--- src/rtl/xbus_uart_pkg.sv ---
// Shared register offsets, STATUS/CTRL bit positions and FSM encodings for xbus_uart.
package xbus_uart_pkg;

    localparam logic [4:0] OFF_TXDATA = 5'h00;
    localparam logic [4:0] OFF_RXDATA = 5'h04;
    localparam logic [4:0] OFF_STATUS = 5'h08;
    localparam logic [4:0] OFF_CTRL   = 5'h0C;
    localparam logic [4:0] OFF_DIV    = 5'h10;

    localparam int ST_TX_FULL   = 0;
    localparam int ST_TX_BUSY   = 1;
    localparam int ST_RX_VALID  = 2;
    localparam int ST_TX_OVF    = 3;
    localparam int ST_RX_OVR    = 4;
    localparam int ST_FRAME_ERR = 5;

    localparam int CTRL_RX_POP = 0;
    localparam int CTRL_CLR    = 1;
    localparam int CTRL_LOOP   = 2;

    typedef enum logic [1:0] {
        S_IDLE  = 2'd0,
        S_START = 2'd1,
        S_DATA  = 2'd2,
        S_STOP  = 2'd3
    } uart_state_e;

    // A divisor of zero behaves as one cycle per bit.
    function automatic logic [15:0] eff_period(input logic [15:0] div);
        return (div == 16'd0) ? 16'd1 : div;
    endfunction

endpackage

--- src/rtl/uart_fifo.sv ---
// Small synchronous FIFO, 8-bit data, depth 2**AW; extra pointer bit separates full from empty.
module uart_fifo #(
    parameter int AW = 2
) (
    input  logic       clk,
    input  logic       rst,
    input  logic       push,
    input  logic       pop,
    input  logic [7:0] din,
    output logic [7:0] dout,
    output logic       full,
    output logic       empty
);

    localparam logic [AW:0] PTR_ONE = {{AW{1'b0}}, 1'b1};

    logic [7:0]  mem_q [2**AW];
    logic [AW:0] wptr_q;
    logic [AW:0] rptr_q;
    logic        do_push_s;
    logic        do_pop_s;

    assign empty = (wptr_q == rptr_q);
    assign full  = (wptr_q[AW] != rptr_q[AW]) && (wptr_q[AW-1:0] == rptr_q[AW-1:0]);
    assign dout  = mem_q[rptr_q[AW-1:0]];

    // A push into a full FIFO is accepted when the head leaves in the same cycle.
    assign do_push_s = push && (!full || pop);
    assign do_pop_s  = pop && !empty;

    // Pointer and storage update.
    always_ff @(posedge clk) begin
        if (rst) begin
            wptr_q <= '0;
            rptr_q <= '0;
            for (int i = 0; i < (1 << AW); i++) mem_q[i] <= 8'd0;
        end else begin
            if (do_push_s) begin
                mem_q[wptr_q[AW-1:0]] <= din;
                wptr_q <= wptr_q + PTR_ONE;
            end
            if (do_pop_s) rptr_q <= rptr_q + PTR_ONE;
        end
    end

endmodule

--- src/rtl/xbus_uart.sv ---
// xbus-mapped 8N1 UART: TX FIFO, single RX holding register, programmable divisor.
// Define XBUS_UART_LOOPBACK_EN to add the CTRL bit2 internal loopback.
module xbus_uart
    import xbus_uart_pkg::*;
#(
    parameter logic [31:0] BASE_ADDR   = 32'h0001_0000,
    parameter int          TXF_AW      = 2,
    parameter logic [15:0] DEFAULT_DIV = 16'd434
) (
    input  logic        clk,
    input  logic        rst,
    input  logic        xbus_as,
    input  logic        xbus_we,
    input  logic [3:0]  xbus_be,
    input  logic [31:0] xbus_addr,
    input  logic [31:0] xbus_wdata,
    output logic [31:0] xbus_rdata,
    input  logic        uart_rx,
    output logic        uart_tx
);

    uart_state_e tx_state_q, tx_state_d, rx_state_q, rx_state_d;
    logic [15:0] tx_cnt_q, tx_cnt_d, rx_cnt_q, rx_cnt_d, div_q, div_d;
    logic [2:0]  tx_idx_q, tx_idx_d, rx_idx_q, rx_idx_d;
    logic [7:0]  tx_shift_q, tx_shift_d, rx_shift_q, rx_shift_d, rx_byte_q, rx_byte_d;
    logic        tx_line_q, tx_line_d, uart_tx_q;
    logic [1:0]  rx_sync_q;
    logic        rx_valid_q, rx_valid_d, rx_ovr_q, rx_ovr_d;
    logic        frame_err_q, frame_err_d, tx_ovf_q, tx_ovf_d;
    logic        loop_q, loop_d;
    logic        sel_s, wr_s, wr_tx_s, wr_ctrl_s, wr_div_s, rx_pop_s, clr_s;
    logic        tx_pop_s, fifo_full_s, fifo_empty_s, tx_busy_s;
    logic        rx_s, rx_in_s, rx_ok_s, rx_bad_s;
    logic [7:0]  fifo_dout_s;
    logic [15:0] period_s, half_s;
    logic [4:0]  off_s;
    logic [5:0]  status_s;

    assign sel_s     = xbus_as && (xbus_addr[31:5] == BASE_ADDR[31:5]);
    assign wr_s      = sel_s && xbus_we;
    assign off_s     = xbus_addr[4:0];
    assign wr_tx_s   = wr_s && (off_s == OFF_TXDATA) && xbus_be[0];
    assign wr_ctrl_s = wr_s && (off_s == OFF_CTRL) && xbus_be[0];
    assign wr_div_s  = wr_s && (off_s == OFF_DIV);
    assign rx_pop_s  = wr_ctrl_s && xbus_wdata[CTRL_RX_POP];
    assign clr_s     = wr_ctrl_s && xbus_wdata[CTRL_CLR];
    assign period_s  = eff_period(div_q);
    assign half_s    = eff_period({1'b0, period_s[15:1]});
    assign tx_busy_s = (tx_state_q != S_IDLE) || !fifo_empty_s;
    assign rx_s      = rx_sync_q[1];
    assign rx_in_s   = loop_q ? tx_line_q : uart_rx;
    assign uart_tx   = uart_tx_q;
    assign status_s  = {frame_err_q, rx_ovr_q, tx_ovf_q, rx_valid_q, tx_busy_s, fifo_full_s};

`ifdef XBUS_UART_LOOPBACK_EN
    assign loop_d = wr_ctrl_s ? xbus_wdata[CTRL_LOOP] : loop_q;

    // Loopback control bit.
    always_ff @(posedge clk) begin
        if (rst) loop_q <= 1'b0;
        else     loop_q <= loop_d;
    end
`else
    assign loop_d = 1'b0;
    assign loop_q = 1'b0;
`endif

    uart_fifo #(.AW(TXF_AW)) u_txf (
        .clk   (clk),
        .rst   (rst),
        .push  (wr_tx_s),
        .pop   (tx_pop_s),
        .din   (xbus_wdata[7:0]),
        .dout  (fifo_dout_s),
        .full  (fifo_full_s),
        .empty (fifo_empty_s)
    );

    // TX next state: every state lasts P cycles; STOP chains straight into START when data waits.
    always_comb begin
        tx_state_d = tx_state_q;
        tx_cnt_d   = tx_cnt_q;
        tx_idx_d   = tx_idx_q;
        tx_shift_d = tx_shift_q;
        tx_pop_s   = 1'b0;
        case (tx_state_q)
            S_IDLE: begin
                if (!fifo_empty_s) begin
                    tx_pop_s   = 1'b1;
                    tx_shift_d = fifo_dout_s;
                    tx_cnt_d   = period_s - 16'd1;
                    tx_state_d = S_START;
                end else begin
                    tx_state_d = S_IDLE;
                end
            end
            S_START: begin
                if (tx_cnt_q == 16'd0) begin
                    tx_idx_d   = 3'd0;
                    tx_cnt_d   = period_s - 16'd1;
                    tx_state_d = S_DATA;
                end else begin
                    tx_cnt_d = tx_cnt_q - 16'd1;
                end
            end
            S_DATA: begin
                if (tx_cnt_q == 16'd0) begin
                    tx_cnt_d = period_s - 16'd1;
                    if (tx_idx_q == 3'd7) begin
                        tx_state_d = S_STOP;
                    end else begin
                        tx_idx_d   = tx_idx_q + 3'd1;
                        tx_shift_d = {1'b0, tx_shift_q[7:1]};
                    end
                end else begin
                    tx_cnt_d = tx_cnt_q - 16'd1;
                end
            end
            S_STOP: begin
                if (tx_cnt_q == 16'd0) begin
                    if (!fifo_empty_s) begin
                        tx_pop_s   = 1'b1;
                        tx_shift_d = fifo_dout_s;
                        tx_cnt_d   = period_s - 16'd1;
                        tx_state_d = S_START;
                    end else begin
                        tx_state_d = S_IDLE;
                    end
                end else begin
                    tx_cnt_d = tx_cnt_q - 16'd1;
                end
            end
            default: tx_state_d = S_IDLE;
        endcase
        case (tx_state_d)
            S_START: tx_line_d = 1'b0;
            S_DATA:  tx_line_d = tx_shift_d[0];
            default: tx_line_d = 1'b1;
        endcase
    end

    // RX next state: half-period start check, then one sample per bit period.
    always_comb begin
        rx_state_d = rx_state_q;
        rx_cnt_d   = rx_cnt_q;
        rx_idx_d   = rx_idx_q;
        rx_shift_d = rx_shift_q;
        rx_ok_s    = 1'b0;
        rx_bad_s   = 1'b0;
        case (rx_state_q)
            S_IDLE: begin
                if (!rx_s) begin
                    rx_cnt_d   = half_s - 16'd1;
                    rx_state_d = S_START;
                end else begin
                    rx_state_d = S_IDLE;
                end
            end
            S_START: begin
                if (rx_cnt_q == 16'd0) begin
                    if (rx_s) begin
                        rx_state_d = S_IDLE;
                    end else begin
                        rx_idx_d   = 3'd0;
                        rx_cnt_d   = period_s - 16'd1;
                        rx_state_d = S_DATA;
                    end
                end else begin
                    rx_cnt_d = rx_cnt_q - 16'd1;
                end
            end
            S_DATA: begin
                if (rx_cnt_q == 16'd0) begin
                    rx_shift_d = {rx_s, rx_shift_q[7:1]};
                    rx_cnt_d   = period_s - 16'd1;
                    if (rx_idx_q == 3'd7) rx_state_d = S_STOP;
                    else                  rx_idx_d   = rx_idx_q + 3'd1;
                end else begin
                    rx_cnt_d = rx_cnt_q - 16'd1;
                end
            end
            S_STOP: begin
                if (rx_cnt_q == 16'd0) begin
                    rx_ok_s    = rx_s;
                    rx_bad_s   = !rx_s;
                    rx_state_d = S_IDLE;
                end else begin
                    rx_cnt_d = rx_cnt_q - 16'd1;
                end
            end
            default: rx_state_d = S_IDLE;
        endcase
    end

    // Holding register, sticky flags and divisor; a set in the same cycle as a clear wins.
    always_comb begin
        rx_valid_d  = rx_valid_q;
        rx_byte_d   = rx_byte_q;
        rx_ovr_d    = rx_ovr_q & ~clr_s;
        frame_err_d = (frame_err_q & ~clr_s) | rx_bad_s;
        tx_ovf_d    = (tx_ovf_q & ~clr_s) | (wr_tx_s && fifo_full_s && !tx_pop_s);
        div_d       = div_q;
        if (rx_pop_s) rx_valid_d = 1'b0;
        else          rx_valid_d = rx_valid_q;
        if (rx_ok_s && (!rx_valid_q || rx_pop_s)) begin
            rx_byte_d  = rx_shift_q;
            rx_valid_d = 1'b1;
        end else if (rx_ok_s) begin
            rx_ovr_d = 1'b1;
        end else begin
            rx_byte_d = rx_byte_q;
        end
        if (wr_div_s && xbus_be[0]) div_d[7:0]  = xbus_wdata[7:0];
        else                        div_d[7:0]  = div_q[7:0];
        if (wr_div_s && xbus_be[1]) div_d[15:8] = xbus_wdata[15:8];
        else                        div_d[15:8] = div_q[15:8];
    end

    // State registers; the output pin is idle-high and forced high in loopback.
    always_ff @(posedge clk) begin
        if (rst) begin
            tx_state_q  <= S_IDLE;
            tx_cnt_q    <= 16'd0;
            tx_idx_q    <= 3'd0;
            tx_shift_q  <= 8'd0;
            tx_line_q   <= 1'b1;
            uart_tx_q   <= 1'b1;
            rx_state_q  <= S_IDLE;
            rx_cnt_q    <= 16'd0;
            rx_idx_q    <= 3'd0;
            rx_shift_q  <= 8'd0;
            rx_sync_q   <= 2'b11;
            rx_byte_q   <= 8'd0;
            rx_valid_q  <= 1'b0;
            rx_ovr_q    <= 1'b0;
            frame_err_q <= 1'b0;
            tx_ovf_q    <= 1'b0;
            div_q       <= DEFAULT_DIV;
        end else begin
            tx_state_q  <= tx_state_d;
            tx_cnt_q    <= tx_cnt_d;
            tx_idx_q    <= tx_idx_d;
            tx_shift_q  <= tx_shift_d;
            tx_line_q   <= tx_line_d;
            uart_tx_q   <= tx_line_d | loop_d;
            rx_state_q  <= rx_state_d;
            rx_cnt_q    <= rx_cnt_d;
            rx_idx_q    <= rx_idx_d;
            rx_shift_q  <= rx_shift_d;
            rx_sync_q   <= {rx_sync_q[0], rx_in_s};
            rx_byte_q   <= rx_byte_d;
            rx_valid_q  <= rx_valid_d;
            rx_ovr_q    <= rx_ovr_d;
            frame_err_q <= frame_err_d;
            tx_ovf_q    <= tx_ovf_d;
            div_q       <= div_d;
        end
    end

    // Side-effect-free read mux.
    always_comb begin
        xbus_rdata = 32'd0;
        if (sel_s) begin
            case (off_s)
                OFF_RXDATA: xbus_rdata = {23'd0, rx_valid_q, rx_byte_q};
                OFF_STATUS: xbus_rdata = {26'd0, status_s};
                OFF_CTRL:   xbus_rdata = {29'd0, loop_q, 2'b00};
                OFF_DIV:    xbus_rdata = {16'd0, div_q};
                default:    xbus_rdata = 32'd0;
            endcase
        end else begin
            xbus_rdata = 32'd0;
        end
    end

endmodule

--- config.mk ---
export PLATFORM = sky130hd
export DESIGN_NAME = xbus_uart
export DESIGN_NICKNAME = d
export VERILOG_FILES = /design/src/rtl/xbus_uart_pkg.sv /design/src/rtl/uart_fifo.sv /design/src/rtl/xbus_uart.sv
export SDC_FILE = /design/constraint.sdc
export NUM_CORES = 1
export LEC_CHECK = 0
export ABC_CLOCK_PERIOD_IN_PS = 3400
export CORE_MARGIN = 8
export CORE_UTILIZATION = 35
export CTS_BUF_LIST = sky130_fd_sc_hd__clkbuf_4
export CTS_CLUSTER_SIZE = 40
export DETAILED_ROUTE_END_ITERATION = 8
export SYNTH_ARGS = -nofsm -noshare
export SYNTH_HDL_FRONTEND = slang
export SYNTH_SLANG_ARGS = --single-unit
--- constraint.sdc ---
create_clock -name clk -period 3.4 [get_ports clk]
set_clock_uncertainty 0.1 [all_clocks]
set_input_delay 0.51 -clock clk [delete_from_list [all_inputs] [get_ports clk]]
set_output_delay 0.51 -clock clk [all_outputs]
set_load 0.05 [all_outputs]
==> impl_metrics.toml, run 1 <==
[outcome]
run_status = "finished, final reports clean"

[cts]
tritoncts = "done"
clock-root-buffer = "sky130_fd_sc_hd__clkbuf_4"
cts_inserted_buffers = 17
clock_sink_count = 129
cts_post_setup_buffers_inserted = 0
cts_max_path_buffers = 2
hold_fix_buffer_count_after_cts = 0
clk_pin_slew_ns = 0.13
cts_repair_resize_count = 0
clock_latency_ns = 0.58
htreeDepth = 4

[pwr]
internal_power_mw = 2.517
max-vdd-ir-drop_mv = 0.1996
p_sw_share_pct = 37.79
power_density_cells_nw_per_um2 = 409.5
switchingPower_mw = 1.529
p_seq_share_pct = 41.6
clk_network_pwr_share_pct = 26.4
power_leakage_nw = 3.588
share_comb_of_total_power_pct = 32.0

[grt]
busiest_layer = "met2"
via_count_of_the_first_global_routing_pass = 7011
grt_start_max_net_pins = 53
gr-usage-met2_pct = 26.43
first_pass_grt_wire_length_mm = 38.07
grt.total_usage_pct = 16.63
grt.met1_usage_pct = 22.06
antenna_violations_before_repair = 1
grt_util_met3_pct = 3.605
overflow = 0

[worst_setup_path]
crit_fanout = 6
cp_data_arrival_time_ns = 2.60
cp-end-kind = "output port"
crit_type = "input pin to output port"
critical_path.startpoint_type = "input pin"
crit_required_ns = 2.79

[floorplanning]
io-pin-count = 106
num_rows = 56
die_width_um = 169.5
floorplan.die_area_um2 = 28750
fp.coreArea_um2 = 23330
dieHeight_um = 169.5
initial_core_util_pct = 35.37

[sta]
rsz0062_at_grt = "false"
finalWorstSetupSlack_ns = 0.1880
fin_hold_viols = 0
final.min_clock_period_ns = 3.212
fmax_mhz = 311.3
worst_hold_slack_ns = 0.3332
maxSlewViolCount = 0
worst_pin_slew_ns = 0.8040
setup_tns_ns = 0
maxSlewHeadroom_pct = 46.40
finalSetupViolCount = 0
finalCritPeriodShare_pct = 94.47

[drt]
via_per_instance_ratio = 5.446
antenna_left = 0
detailedRoute.firstPassIterationCount = 5
post-route-drc-count = 0
drt-initial-drc-count = 649
routed_wl_mm = 23.77
drt-wirelength-per-cell_um = 17.36
routed-via-count = 7456

[logic_synthesis]
number_of_synthesized_register_bits = 129
post_synth_most_frequent_cells = "sky130_fd_sc_hd__nor2_1 (114), sky130_fd_sc_hd__dfxtp_1 (97), sky130_fd_sc_hd__nand2_1 (81), sky130_fd_sc_hd__a21oi_1 (53), sky130_fd_sc_hd__clkbuf_1 (50)"
yosysWarningCount = 0
netlist.top_cell.by_area = "sky130_fd_sc_hd__dfxtp_1"
synth_area_per_cell_um2 = 8.622
synth_cell_types = 86
synth_top_flop_cell = "sky130_fd_sc_hd__dfxtp_1"
async_flop_share_pct = 0
synth_most_common_cell = "sky130_fd_sc_hd__nor2_1"
synth_enable_flop_cells = 32
synth_seq_area_share_pct = 35.18
synth_area_leaders = "sky130_fd_sc_hd__dfxtp_1 (24%), sky130_fd_sc_hd__edfxtp_1 (12%), sky130_fd_sc_hd__nor2_1 (5.2%), sky130_fd_sc_hd__mux2i_1 (4.6%), sky130_fd_sc_hd__nand2_1 (3.7%)"
post_synth_instance_area_um2 = 8252
post_synth_inst_count = 957
synthDominantCellAreaShare_pct = 23.53

[layout]
area_growth_syn_to_layout_pct = 19.73
layout.core_utilization_pct = 42.34
final-seq-area_um2 = 2903
ratio_of_cells_with_drive_above_1_in_the_final_layout_pct = 14.39
fill_cells = 2364
multi_input_area_um2 = 4897
final_net_count = 1130

[placed_design]
pre_cts_slack_ns = 0.1097
routability_congestion_estimate_from_global_placement = 0.9055
placed_wire_length_estimate_after_detailed_placement_mm = 17.75
place.port_buffers = 71

[run]
drv.max_cap_violation_count = 0

[hold_path]
timing.hold.worst.class = "flop to flop"
-- per-layer routing --
layer,part of all wire [%],vias up
met3,6.8,35
met5,0,-
met1,45,3518
li1,-,3645
met2,46,258
met4,1.8,0
-- registers in the layout, indices dropped and copies added (netlist names), 2 cells and up, named ones only --
register / cells
u_txf.mem_q: 32
div_q: 16
rx_cnt_q: 16
tx_cnt_q: 16
rx_byte_q: 8
rx_shift_q: 8
tx_shift_q: 8
rx_idx_q: 3
tx_idx_q: 3
u_txf.rptr_q: 3
u_txf.wptr_q: 3
rx_sync_q: 2
tx_state_q: 2
-- final cells by class --
type,instances,area share [%]
clock buffers,17,1.292
flip-flops and latches,129,29.38
diodes,1,0.02533
inverters,26,0.9878
clock inverters,15,1.494
multi-input cells,733,49.57
repair buffers,129,13.21
well taps,319,4.040
-- worst max-delay path, stage by stage --
cell	delay (ns)
sky130_fd_sc_hd__clkdlybuf4s50_1	0.40
sky130_fd_sc_hd__nor4b_1	0.30
sky130_fd_sc_hd__nand4_1	0.24
sky130_fd_sc_hd__or2_1	0.30
sky130_fd_sc_hd__or2_2	0.36
sky130_fd_sc_hd__a21oi_1	0.31
sky130_fd_sc_hd__buf_12	0.18
-- cell usage in the layout (no fill, tap or decap), drive strengths merged, types with 6 or more instances in the layout --
master | Yosys | routed
a211oi | 10 | 10
a21oi | 53 | 53
a22oi | 7 | 7
a31oi | 6 | 6
a32oi | 9 | 9
and2 | 32 | 32
buf | 34 | 75
clkbuf | 50 | 17
clkdlybuf4s50 | 0 | 54
conb | 1 | 16
dfxtp | 97 | 97
edfxtp | 32 | 32
ha | 21 | 21
inv | 25 | 34
mux2i | 38 | 38
mux4 | 8 | 8
nand2 | 81 | 81
nand2b | 6 | 6
nand3 | 24 | 24
nand4 | 13 | 13
nor2 | 115 | 115
nor3 | 30 | 30
nor3b | 6 | 6
nor4 | 25 | 25
nor4b | 6 | 6
o211ai | 18 | 18
o21ai | 43 | 43
o2bb2ai | 8 | 8
o31a | 7 | 7
or2 | 8 | 8
or3 | 12 | 12
xnor2 | 22 | 22
xor2 | 23 | 23
-- path summary, 6_finish.rpt --
path | from | to | slack (ns) | cells after the start
worst max register to register | div_q[0] | rx_cnt_q[12] | 0.31 | 10
worst min-delay path | rx_sync_q[0] | rx_sync_q[1] | 0.33 | 1
worst min register to register | rx_sync_q[0] | rx_sync_q[1] | 0.33 | 1
worst max-delay path | xbus_addr[14] | xbus_rdata[0] | 0.19 | 7
-- power groups by stage --
stage / clock [mW] / combinational [mW] / sequential, mW
3_3_place_gp: 0 / 1.27 / 1.71
4_1_cts: 1.10 / 1.29 / 1.68
3_5_place_dp: 0 / 1.28 / 1.72
2_1_floorplan: 0 / 0.970 / 1.69
5_1_grt: 1.15 / 1.41 / 1.69
6_report: 1.07 / 1.29 / 1.68
-- stage by stage --
stage	instance area [µm²]	cells	total power, mW
after global routing	9879	1369	4.254
after detailed placement	9598	1336	2.999
after global placement	9598	1336	2.985
final	9879	1369	4.045
after CTS	9873	1368	4.068
after floorplan	8308	972	2.663
-- kinds of logic after synthesis --
group	share of synthesized area (%)
fa+ha+maj	3.184
compound gates	18.73
xor+xnor	4.776
buf+inv	6.156
mux	7.066
flops	35.18
simple gates	24.87
other cells	0.04545
Power figures use the tool's default switching activity.
==> run 2: changes to the inputs <==
--- a/config.mk
+++ b/config.mk
@@ -7,10 +7,11 @@
 export LEC_CHECK = 0
 export ABC_CLOCK_PERIOD_IN_PS = 3400
 export CORE_MARGIN = 8
-export CORE_UTILIZATION = 35
+export CORE_UTILIZATION = 40
 export CTS_BUF_LIST = sky130_fd_sc_hd__clkbuf_4
 export CTS_CLUSTER_SIZE = 40
 export DETAILED_ROUTE_END_ITERATION = 8
+export PLACE_DENSITY = 0.59
 export SYNTH_ARGS = -nofsm -noshare
 export SYNTH_HDL_FRONTEND = slang
 export SYNTH_SLANG_ARGS = --single-unit
==> run 2 against run 1 <==
Final cell count decreased by 3.7%. Clock power decreased by 5%. Critical path depth unchanged. Wire length about the same. Highest routed layer unchanged.
==> impl_metrics.toml, run 2 (synthesis gave the netlist of run 1 again) <==
[cts]
cts_post_setup_buffers_inserted = 0
clock_latency_ns = 0.55
cts_repair_resize_count = 0
clock_sink_count = 129
tritoncts = "done"
clock-root-buffer = "sky130_fd_sc_hd__clkbuf_4"
clk_pin_slew_ns = 0.11
htreeDepth = 4
cts_max_path_buffers = 2
hold_fix_buffer_count_after_cts = 0
cts_inserted_buffers = 17

[layout]
ratio_of_cells_with_drive_above_1_in_the_final_layout_pct = 14.33
final_cell_mix = "sky130_fd_sc_hd__nor2_1 (114), sky130_fd_sc_hd__dfxtp_1 (96), sky130_fd_sc_hd__nand2_1 (81), sky130_fd_sc_hd__buf_4 (56), sky130_fd_sc_hd__clkdlybuf4s50_1 (54)"
top_register = "u_txf.mem_q"
area_growth_syn_to_layout_pct = 18.73
post_layout_nonfiller_instances = 1319
largest_reg_flops = 32
layout.core_utilization_pct = 48.42
final_net_count = 1128
layout.cells.most_common = "sky130_fd_sc_hd__nor2_1"
final_area_um2 = 9797

[sta]
fmax_mhz = 311.8
maxSlewViolCount = 0
worst_hold_slack_ns = 0.2904
worst_pin_slew_ns = 0.7665
final.min_clock_period_ns = 3.207
fin_hold_viols = 0
rsz0062_at_grt = "false"
finalCritPeriodShare_pct = 94.34
finalSetupViolCount = 0
setup_tns_ns = 0
finalWorstSetupSlack_ns = 0.1925
maxSlewHeadroom_pct = 48.51

[drt]
routed-via-count = 7403
post-route-drc-count = 0
drt-initial-drc-count = 636
detailedRoute.firstPassIterationCount = 6
drt-wirelength-per-cell_um = 18.04
antenna_left = 0
routed_wl_mm = 23.79
via_per_instance_ratio = 5.613

[floorplanning]
floorplan.die_area_um2 = 25480
num_rows = 52
fp.coreArea_um2 = 20230
initial_core_util_pct = 40.78
die_width_um = 159.6
io-pin-count = 106
dieHeight_um = 159.6

[run]
drv.max_cap_violation_count = 0

[worst_setup_path]
cp_data_arrival_time_ns = 2.60
crit_required_ns = 2.79
critical-path-top-delay-family = "simple AND/OR/NAND/NOR gates"
worstPathCellList = "clkdlybuf4s50_1 > nor4b_1 > nand4_1 > or2_1 > or2_2 > a21oi_1 > buf_12"
critical_path_s_slowest_cell = "sky130_fd_sc_hd__clkdlybuf4s50_1"
crit_fanout = 6
critical_path_buf_inv_count = 2
crit_type = "input pin to output port"
critical_path.startpoint_type = "input pin"
cp-end-kind = "output port"
critical_path.max_stage_delay_ns = 0.39

[pwr]
internal_power_mw = 2.501
power_density_cells_nw_per_um2 = 406.8
clk_network_pwr_share_pct = 25.6
max-vdd-ir-drop_mv = 0.1879
power_leakage_nw = 3.575
p_sw_share_pct = 37.25
share_comb_of_total_power_pct = 32.2
switchingPower_mw = 1.485
p_seq_share_pct = 42.2
report.power.total_mw = 3.985

[grt]
first_pass_grt_wire_length_mm = 38.78
antenna_violations_before_repair = 1
overflow = 0
grt.total_usage_pct = 18.53
grt_start_max_net_pins = 49
via_count_of_the_first_global_routing_pass = 7202

[placed_design]
placed_cell_area_um2 = 9522
routability_congestion_estimate_from_global_placement = 0.8668
numPlacedInstances = 1285
placed_wire_length_estimate_after_detailed_placement_mm = 17.60
pre_cts_slack_ns = 0.05776
place.port_buffers = 71

[outcome]
run_status = "finished, final reports clean"

[hold_path]
timing.hold.worst.class = "input pin to flop"
-- run 2: cell count changes in the layout (fill, tap and decap cells not counted), sizes merged --
cell | before | now
buf | 75 | 73
inv | 34 | 31
clkbuf | 17 | 18
clkinv | 5 | 7
diode | 1 | 2
-- run 2: worst paths after layout --
check	from	end	slack, ns	cells past startpoint
max	xbus_addr[18]	xbus_rdata[0]	0.19	7
min	rst	tx_cnt_q[7]	0.29	4
max reg2reg	div_q[6]	rx_cnt_q[12]	0.44	10
min reg2reg	rx_sync_q[0]	rx_sync_q[1]	0.33	1
-- run 2: final cells by class --
type	instances	area (µm²)
Tap cell	270	337.8
Antenna cell	2	5.005
Fill cell	1943	10440
Multi-Input combinational cell	733	4902
Sequential cell	129	2904
Clock buffer	18	135.1
Clock inverter	14	128.9
Inverter	26	97.59
Timing Repair Buffer	127	1286
-- run 2: power groups by stage --
stage / combinational [mW] / clock [mW] / sequential [mW]
3_3_place_gp: 1.25 / 0 / 1.72
5_1_grt: 1.41 / 1.11 / 1.69
6_report: 1.28 / 1.02 / 1.68
2_1_floorplan: 0.970 / 0 / 1.69
4_1_cts: 1.27 / 1.05 / 1.68
3_5_place_dp: 1.26 / 0 / 1.72
-- run 2: worst reg2reg max path: stages (launching register included) --
cell                       delay [ns]
sky130_fd_sc_hd__dfxtp_1         0.36
sky130_fd_sc_hd__buf_4           0.20
sky130_fd_sc_hd__nor3_1          0.07
sky130_fd_sc_hd__and4_1          0.28
sky130_fd_sc_hd__a21oi_1         0.22
sky130_fd_sc_hd__ha_1            0.22
sky130_fd_sc_hd__nor3b_1         0.57
sky130_fd_sc_hd__nand4_1         0.22
sky130_fd_sc_hd__xnor2_1         0.16
sky130_fd_sc_hd__a211oi_1        0.36
sky130_fd_sc_hd__nor3_1          0.09
-- run 2: routing by layer --
metal / up-vias / global-route usage (%) / share of wire [%]
li1: 3638 / - / -
met1: 3458 / 25.04 / 48
met2: 263 / 28.92 / 45
met3: 44 / 4.087 / 5.2
met4: 0 / 5.832 / 2.0
met5: - / 0 / 0
==> run 3: changes to the inputs <==
--- a/config.mk
+++ b/config.mk
@@ -12,6 +12,7 @@
 export CTS_CLUSTER_SIZE = 40
 export DETAILED_ROUTE_END_ITERATION = 8
 export PLACE_DENSITY = 0.59
+export SETUP_SLACK_MARGIN = 0.02
 export SYNTH_ARGS = -nofsm -noshare
 export SYNTH_HDL_FRONTEND = slang
 export SYNTH_SLANG_ARGS = --single-unit
==> run 3 against run 2 <==
Final cell count about the same. Fmax up 0.97%. Non-clock buffer count up 1. First-iteration DRC count down 8.8%. Final area about the same. Highest routed layer unchanged.
==> impl_metrics.toml, run 3 (synthesis gave the netlist of run 1 again) <==
[layout]
top_register = "u_txf.mem_q"
layout.cells.most_common = "sky130_fd_sc_hd__nor2_1"
ratio_of_cells_with_drive_above_1_in_the_final_layout_pct = 14.41
final_cell_mix = "sky130_fd_sc_hd__nor2_1 (114), sky130_fd_sc_hd__dfxtp_1 (96), sky130_fd_sc_hd__nand2_1 (81), sky130_fd_sc_hd__buf_4 (57), sky130_fd_sc_hd__clkdlybuf4s50_1 (54)"
largest_reg_flops = 32
final_net_count = 1129
layout.core_utilization_pct = 48.45
area_growth_syn_to_layout_pct = 18.82

[floorplanning]
fp.coreArea_um2 = 20230
io-pin-count = 106
num_rows = 52
initial_core_util_pct = 40.78
die_width_um = 159.6
dieHeight_um = 159.6
floorplan.die_area_um2 = 25480

[hold_path]
timing.hold.worst.class = "input pin to flop"
worst_hold_path_cell_count = 4
min_from = "rst"
worst_hold_path.endpoint = "tx_cnt_q[7]"

[placed_design]
routability_congestion_estimate_from_global_placement = 0.8668
place.port_buffers = 71
placed_wire_length_estimate_after_detailed_placement_mm = 17.60

[cts]
tritoncts = "done"
cts_inserted_buffers = 17
htreeDepth = 4
cts_max_path_buffers = 2
clock_latency_ns = 0.55
clk_pin_slew_ns = 0.11
clock_sink_count = 129
clock-root-buffer = "sky130_fd_sc_hd__clkbuf_4"
hold_fix_buffer_count_after_cts = 0

[grt]
grt.total_usage_pct = 18.53
overflow = 0
via_count_of_the_first_global_routing_pass = 7202
first_pass_grt_wire_length_mm = 38.78
grt_start_max_net_pins = 49
antenna_violations_before_repair = 1

[drt]
routed-via-count = 7389
detailedRoute.firstPassIterationCount = 5
drt-initial-drc-count = 580
routed_wl_mm = 23.72
via_per_instance_ratio = 5.598
antenna_left = 0
drt-wirelength-per-cell_um = 17.97
post-route-drc-count = 0

[worst_setup_path]
crit_required_ns = 2.79
rr_endpoint = "rx_cnt_q[14]"
worst_r2r_startpoint = "div_q[3]"
crit_type = "input pin to output port"
crit_fanout = 6
cp_data_arrival_time_ns = 2.57
reg2reg_depth = 11
cp-end-kind = "output port"
critical_path.startpoint_type = "input pin"
r2r_setup_slack_ns = 0.41

[sta]
finalCritPeriodShare_pct = 93.43
fin_hold_viols = 0
finalSetupViolCount = 0
maxSlewHeadroom_pct = 49.54
rsz0062_at_grt = "false"
final.min_clock_period_ns = 3.177
setup_tns_ns = 0
fmax_mhz = 314.8
maxSlewViolCount = 0
worst_pin_slew_ns = 0.7512

[run]
drv.max_cap_violation_count = 0

[pwr]
report.power.total_mw = 3.979
power_leakage_nw = 3.579
max-vdd-ir-drop_mv = 0.1868
power_density_cells_nw_per_um2 = 405.9

[outcome]
run_status = "finished, final reports clean"
==> run 3: cell count changes in the layout (fill, tap and decap cells not counted), sizes merged <==
cell,change
buf,+1
==> run 3: worst max path at each step <==
stage / from / endpoint / slack [ns] / cells after the start
floorplan: xbus_addr[18] / xbus_rdata[0] / 0.19 / 7
global placement: xbus_addr[18] / u_txf.mem_q[1][4] / 0.13 / 7
detailed placement: xbus_addr[18] / u_txf.mem_q[1][5] / 0.06 / 7
CTS: u_txf.wptr_q[1] / xbus_rdata[1] / 0.13 / 6
global route: xbus_addr[18] / xbus_rdata[0] / 0.09 / 7
finish: xbus_addr[18] / xbus_rdata[0] / 0.22 / 7
==> run 3: power breakdown <==
part / internal [mW] / switching, mW / leakage, nW
clock: 0.382 / 0.635 / 0.147
sequential: 1.62 / 0.0626 / 1.10
combinational: 0.498 / 0.781 / 2.33
total: 2.50 / 1.48 / 3.58
==> run 3: layout make-up <==
class | instances | area (µm²)
antenna | 2 | 5.005
clock buffer | 18 | 135.1
clock inverter | 14 | 128.9
fill | 1942 | 10430
inverter | 26 | 97.59
multi-input combinational | 733 | 4902
sequential | 129 | 2904
tap | 270 | 337.8
timing repair buffer | 128 | 1294
==> run 3: layer usage <==
metal | up-vias | part of all wire, % | GRT usage, %
met5 | - | 0 | 0
met2 | 236 | 45 | 28.92
li1 | 3640 | - | -
met1 | 3474 | 47 | 25.04
met4 | 0 | 2.1 | 5.832
met3 | 39 | 5.3 | 4.087
==> run 3: repair_timing <==
action	4_1_cts	5_1_grt
hold endpoints to repair	0	0
gates resized for setup	0	2
setup endpoints to repair	0	6
buffers inserted	0	1
==> run 3: metrics by stage <==
step	hold WS, ns	std cells	setup WS (ns)	area, µm²
floorplan	0.2895	972	0.1926	8308
detailed placement	0.3011	1285	0.05776	9522
global route	0.2687	1320	0.08605	9804
CTS	0.2433	1317	0.1296	9786
global placement	0.3003	1285	0.1292	9522
finish	0.2945	1320	0.2233	9804
==> run 3: worst max-delay path, stage by stage <==
cell and delay, ns:
sky130_fd_sc_hd__clkdlybuf4s50_1 0.39, sky130_fd_sc_hd__nor4b_1 0.34, sky130_fd_sc_hd__nand4_1 0.20, sky130_fd_sc_hd__or2_1 0.28
sky130_fd_sc_hd__or2_2 0.37, sky130_fd_sc_hd__a21oi_1 0.29, sky130_fd_sc_hd__buf_12 0.18
